==> src/rtl/iir.sv <==
`default_nettype none
// +------------------------------------------------------------------------+
// | Module      : iir                                                      |
// | Description : Multi-cycle direct-form IIR filter between two FIFOs.    |
// |               One multiply-accumulate per tap per cycle, then a        |
// |               handshake-gated write of the accumulated sample.         |
// |               Optional macro IIR_SATURATE_EN clamps the written value  |
// |               to the signed 16-bit range.                              |
// | Revision    : 1.0  initial release                                     |
// +------------------------------------------------------------------------+
module iir #(
  parameter int DATA_SIZE  = 32,
  parameter int TAPS       = 2,
  parameter int QUANT_BITS = 10,
  parameter logic [0:TAPS-1][DATA_SIZE-1:0] X_COEFF = {32'h000000B2, 32'h000000B2},
  parameter logic [0:TAPS-1][DATA_SIZE-1:0] Y_COEFF = {32'h00000000, 32'hFFFFFD66}
) (
  input  logic                 clock,
  input  logic                 reset,
  input  logic [DATA_SIZE-1:0] x_in,
  input  logic                 x_empty,
  output logic                 x_rd_en,
  output logic [DATA_SIZE-1:0] y_out,
  input  logic                 y_out_full,
  output logic                 y_wr_en
);

  localparam int               TAP_W      = (TAPS > 1) ? $clog2(TAPS) : 1;
  localparam logic [TAP_W-1:0] C_LAST_TAP = TAP_W'(TAPS - 1);

  typedef enum logic [1:0] {
    S_READ    = 2'd0,
    S_COMPUTE = 2'd1,
    S_WRITE   = 2'd2
  } state_t;

  state_t                         r_state,   w_state_nxt;
  logic [0:TAPS-1][DATA_SIZE-1:0] r_x_hist,  w_x_hist_nxt;
  logic [0:TAPS-1][DATA_SIZE-1:0] r_y_hist,  w_y_hist_nxt;
  logic [DATA_SIZE-1:0]           r_acc,     w_acc_nxt;
  logic [DATA_SIZE-1:0]           r_y_out,   w_y_out_nxt;
  logic [TAP_W-1:0]               r_tap,     w_tap_nxt;
  logic                           r_y_wr_en, w_y_wr_en_nxt;

  logic signed [DATA_SIZE-1:0] w_x_prod;
  logic signed [DATA_SIZE-1:0] w_y_prod;
  logic signed [DATA_SIZE-1:0] w_x_term;
  logic signed [DATA_SIZE-1:0] w_y_term;
  logic signed [DATA_SIZE-1:0] w_wr_val;

  // Fixed-point rescale that rounds toward zero (symmetric for +/- values)
  function automatic logic signed [DATA_SIZE-1:0] deq(input logic signed [DATA_SIZE-1:0] v);
    if (v[DATA_SIZE-1]) deq = -((-v) >>> QUANT_BITS);
    else                deq = v >>> QUANT_BITS;
  endfunction

  // Products keep only the low DATA_SIZE bits before rescaling
  assign w_x_prod = $signed(X_COEFF[r_tap]) * $signed(r_x_hist[r_tap]);
  assign w_y_prod = $signed(Y_COEFF[r_tap]) * $signed(r_y_hist[r_tap]);
  assign w_x_term = deq(w_x_prod);
  assign w_y_term = (r_tap == '0) ? '0 : deq(w_y_prod);

`ifdef IIR_SATURATE_EN
  localparam logic signed [DATA_SIZE-1:0] C_SAT_MAX = DATA_SIZE'(32767);
  localparam logic signed [DATA_SIZE-1:0] C_SAT_MIN = DATA_SIZE'(-32768);

  // Clamp the accumulator to the signed 16-bit range on the way out
  always_comb begin
    if ($signed(r_acc) > C_SAT_MAX)      w_wr_val = C_SAT_MAX;
    else if ($signed(r_acc) < C_SAT_MIN) w_wr_val = C_SAT_MIN;
    else                                 w_wr_val = $signed(r_acc);
  end
`else
  assign w_wr_val = $signed(r_acc);
`endif

  // Next-state, datapath and upstream pop; everything holds by default
  always_comb begin
    w_state_nxt   = r_state;
    w_x_hist_nxt  = r_x_hist;
    w_y_hist_nxt  = r_y_hist;
    w_acc_nxt     = r_acc;
    w_y_out_nxt   = r_y_out;
    w_tap_nxt     = r_tap;
    w_y_wr_en_nxt = 1'b0;
    x_rd_en       = 1'b0;
    case (r_state)
      S_READ: begin
        if (!x_empty) begin
          x_rd_en         = !reset;
          w_x_hist_nxt[0] = x_in;
          for (int i = 1; i < TAPS; i++) w_x_hist_nxt[i] = r_x_hist[i-1];
          w_acc_nxt       = '0;
          w_tap_nxt       = '0;
          w_state_nxt     = S_COMPUTE;
        end
      end
      S_COMPUTE: begin
        w_acc_nxt = r_acc + w_x_term + w_y_term;
        if (r_tap == C_LAST_TAP) begin
          w_tap_nxt   = '0;
          w_state_nxt = S_WRITE;
        end else begin
          w_tap_nxt   = r_tap + 1'b1;
        end
      end
      S_WRITE: begin
        if (!y_out_full) begin
          w_y_out_nxt   = w_wr_val;
          w_y_wr_en_nxt = 1'b1;
          // Slot 0 of the feedback history is never used
          for (int i = 1; i < TAPS; i++)
            w_y_hist_nxt[i] = (i == 1) ? w_wr_val : r_y_hist[i-1];
          w_state_nxt   = S_READ;
        end
      end
      default: w_state_nxt = S_READ;
    endcase
  end

  // State register with synchronous reset clearing all history
  always_ff @(posedge clock) begin
    if (reset) begin
      r_state   <= S_READ;
      r_x_hist  <= '0;
      r_y_hist  <= '0;
      r_acc     <= '0;
      r_y_out   <= '0;
      r_tap     <= '0;
      r_y_wr_en <= 1'b0;
    end else begin
      r_state   <= w_state_nxt;
      r_x_hist  <= w_x_hist_nxt;
      r_y_hist  <= w_y_hist_nxt;
      r_acc     <= w_acc_nxt;
      r_y_out   <= w_y_out_nxt;
      r_tap     <= w_tap_nxt;
      r_y_wr_en <= w_y_wr_en_nxt;
    end
  end

  assign y_out   = r_y_out;
  assign y_wr_en = r_y_wr_en;

endmodule
`default_nettype wire

==> config.mk <==
export PLATFORM = sky130hd
export DESIGN_NAME = iir
export DESIGN_NICKNAME = d
export VERILOG_FILES = /design/src/rtl/iir.sv
export SDC_FILE = /design/constraint.sdc
export NUM_CORES = 1
export LEC_CHECK = 0
export ABC_AREA = 1
export CAP_MARGIN = 10
export CORE_MARGIN = 8
export CORE_UTILIZATION = 55
export DETAILED_ROUTE_END_ITERATION = 8
export PLACE_DENSITY = 0.79
export SYNTH_ARGS = -nofsm -noshare
export SYNTH_HDL_FRONTEND = slang
export SYNTH_SLANG_ARGS = --single-unit
==> constraint.sdc <==
create_clock -name clock -period 12.2 [get_ports clock]
set_input_delay 2.44 -clock clock [delete_from_list [all_inputs] [get_ports clock]]
set_output_delay 2.44 -clock clock [all_outputs]
set_load 0.1 [all_outputs]
==> impl_results.md, run 1 <==
- Outcome: complete, no violations
- Cells after synthesis: 3487
- Pre-CTS setup slack: 0.381 ns
- Most used cell, CP: fa_1
- Tightest Pin Transition: 1.03 ns
- Synth cell types: 63
- Crit path kind: register to register
- First-pass GRT wire length: 106000 um
- Maximum clock frequency: 87.9 MHz
- Routed WL per cell: 15.6 um
- Layout cells sized above 1: 7.78%
- Largest net degree at the start of global routing: 87
- Vias in the first global route: 21600
- Setup total negative slack: 0 ns
- CTS max path bufs: 2
- Post-route ant nets: 0
- DRC: 0
- Setup ws final: 0.824 ns
- P_sw: 1570 uW
- Synth warn: 0
- Initial DRC Count: 1465
- VDD IR max: 0.0929 mV
- Gate power share: 64.4%
- Placed Cells: 4110
- Starting Density: 55.5%
- Final setup viols: 0
- Worst Path Required: 12.50 ns
- Internal: 1370 uW
- Total core area: 45300 um^2
- Final min period: 11.38 ns
- Die extent in x: 230 um
- Post-Syn Nets: 4157
- Post-synthesis sequential area ratio: 10.5%
- Final Hold Viols: 0
- Mapped Avg Cell Area: 7.21 um^2
- Slew headroom: 31.0%
- Flop pwr share: 16.9%
- CP max-delay cell: fa_2
- GRT Util Overall: 24.4%
- CTS sink cnt: 132
- Mapped Area: 25100 um^2
- Initial antenna violation count: 0
- Worst path max stage delay: 0.67 ns
- Worst Skew: 0.0367 ns
- Die area: 52800 um^2
- P_leak: 0.0155 uW
- #FFs+latches synth: 132
- I/O Pins: 70
- CP startpoint kind: register
- IO buf count: 69
- Power Total: 2940 uW
- Via count: 21900
- Number of synthesized flops with an enable pin: 0
- Worst-path maximum fanout: 15
- Htree depth: 4
- Final Non-Filler Cells: 4146
- Cell at the root of the clock tree: clkbuf_16
- Asr flop ratio synth: 0%
- CTS tree: built
- Hpwl dp: 54300 um
- RSZ-0062 raised after global routing: no
- Overall routed net length: 64700 um
- Clock power frac: 18.7%
- MaxCap Viol Count: 0
- 1st-pass router iterations: 5
- Switching share of power: 53.4%
- Routability congestion estimate: 0.967
- Num CTS Buffers: 17
- Vias per cell: 5.28
- Congestion Overflow GR: 0
- Worst path arrival time: 11.68 ns
- Cell area power density: 108 nW/um^2
- Commonest non-fill, non-tap cell in the layout: nand2_1
- Main synth FF type: dfxtp_1
- Layout Nets: 4203
- Clk Latency, worst-skew pair: 0.47 ns
- Die Ht: 230 um
- Commonest cells after routing, fill and taps aside: nand2_1, inv_1, ha_1
- Crit. End Element: register
- Clock-pin slew on the worst setup and hold paths: 0.10 ns
- Class of the worst hold path: register to register
- Row cnt: 78
- Layout area overhead: 7.83%
- Slew Viols, Final: 0
- Fin crit share: 93.2%
- Ant diodes: 0
[metal layers]
metal | GRT usage (%) | share of wire (%) | vias to the layer above
li1 | - | - | 11000
met3 | 3.32 | 4.8 | 148
met2 | 43.0 | 49 | 566
met4 | 9.82 | 4.3 | 0
met1 | 29.8 | 42 | 10200
met5 | 0 | 0 | -
[state kept, by name, summed over array words and instances, names as in the netlist]
| name | count |
|---|---|
| y_wr_en | 1 |
| r_state | 2 |
| r_acc | 32 |
| r_tap | 1 |
| y_out | 32 |
| r_x_hist | 64 |
[cell families (layout without fill, tap and decap cells)]
family | count (synthesis) | count (layout) | synth area share, %
simple gates | 1399 | 1399 | 25.4
buf+inv | 829 | 888 | 12.5
fa+ha+maj | 634 | 634 | 38.7
compound gates | 390 | 390 | 8.76
flops | 132 | 132 | 10.5
xor+xnor | 103 | 103 | 4.11
[power by group through the flow]
stage	Sequential [uW]	Combinational, uW	Clock, uW
3_5_place_dp	507	1860	0
5_1_grt	502	2140	572
4_1_cts	497	1880	555
6_report	497	1890	550
2_1_floorplan	502	1420	0
3_3_place_gp	506	1840	0
[cell usage after synthesis, types with 3 or more instances]
cell type	count	area [um^2]
nand3b_1	10	75.1
xor2_1	54	473
nand4_1	63	394
a211oi_1	24	180
nor3b_1	3	22.5
nor2_4	16	180
inv_1	731	2740
nor2_1	222	833
ha_1	394	4930
o21ai_0	82	410
nor2_2	27	169
buf_4	3	22.5
nand3_1	115	576
or2_2	36	225
nand2_4	8	90.1
o21ai_1	14	70.1
nand2_1	801	3010
fa_1	240	4800
o21bai_1	9	67.6
and3_1	3	18.8
nand4_2	3	37.5
dfxtp_1	132	2640
xor2_2	8	130
nand2_2	37	231
clkbuf_1	49	184
a22oi_1	6	45.0
nand3_4	3	52.6
a32oi_1	3	26.3
a21oi_1	193	966
inv_2	36	135
nor4_1	5	31.3
nor3_1	15	75.1
o211ai_1	6	45.0
nand3_2	18	180
a21boi_0	18	135
a21oi_2	6	52.6
o21a_1	8	60.1
a31oi_1	9	56.3
buf_2	3	15.0
xnor2_1	36	315
o22ai_1	7	43.8
[critical path: cells and delay by family (launching register included)]
kind | cells | cell delay (ns)
AOI/OAI and AO/OA | 10 | 1.64
adders and majority gates | 13 | 5.71
buffers and inverters | 8 | 0.96
DFF | 1 | 0.45
and+or+nand+nor | 18 | 2.41
[final cells by class]
type | count | area, um^2
clock buffers | 17 | 425
inverters | 770 | 2900
repair buffers | 86 | 828
multi-input cells | 2526 | 19400
well taps | 600 | 751
fillers | 4166 | 18200
clock inverters | 15 | 170
flip-flops and latches | 132 | 2650
[stage by stage]
stage	util, %	instance area (um^2)	hold WS, ns
6_report	59.8	27100	0.459
2_1_floorplan	-	25100	0.436
3_3_place_gp	58.4	26400	0.444
5_1_grt	59.8	27100	0.478
4_1_cts	59.7	27000	0.462
3_5_place_dp	58.4	26400	0.452
[final timing paths]
kind	startpoint	to	slack, ns	cells after the start
worst max-delay path	r_tap$_SDFFE_PP0P_	r_acc[23]$_SDFFE_PP0P_	0.82	49
worst min-delay path	r_x_hist[46]$_SDFFE_PP0P_	r_x_hist[14]$_SDFFE_PP0P_	0.46	2
worst max register to register	r_tap$_SDFFE_PP0P_	r_acc[23]$_SDFFE_PP0P_	0.82	49
worst min register to register	r_x_hist[46]$_SDFFE_PP0P_	r_x_hist[14]$_SDFFE_PP0P_	0.46	2
[timing repair]
action,CTS,global route
hold buffers,0,0
endpoints found under the setup margin,0,15
setup buffers,0,4
resized for setup,0,13
(Power assumes the default switching activity.)
==> run 2: changes to the inputs <==
Settings changed: CTS_CLUSTER_DIAMETER set to 80.
==> results of run 2 <==
Same layout as run 1: the final DEF is identical, and so are final timing and power.
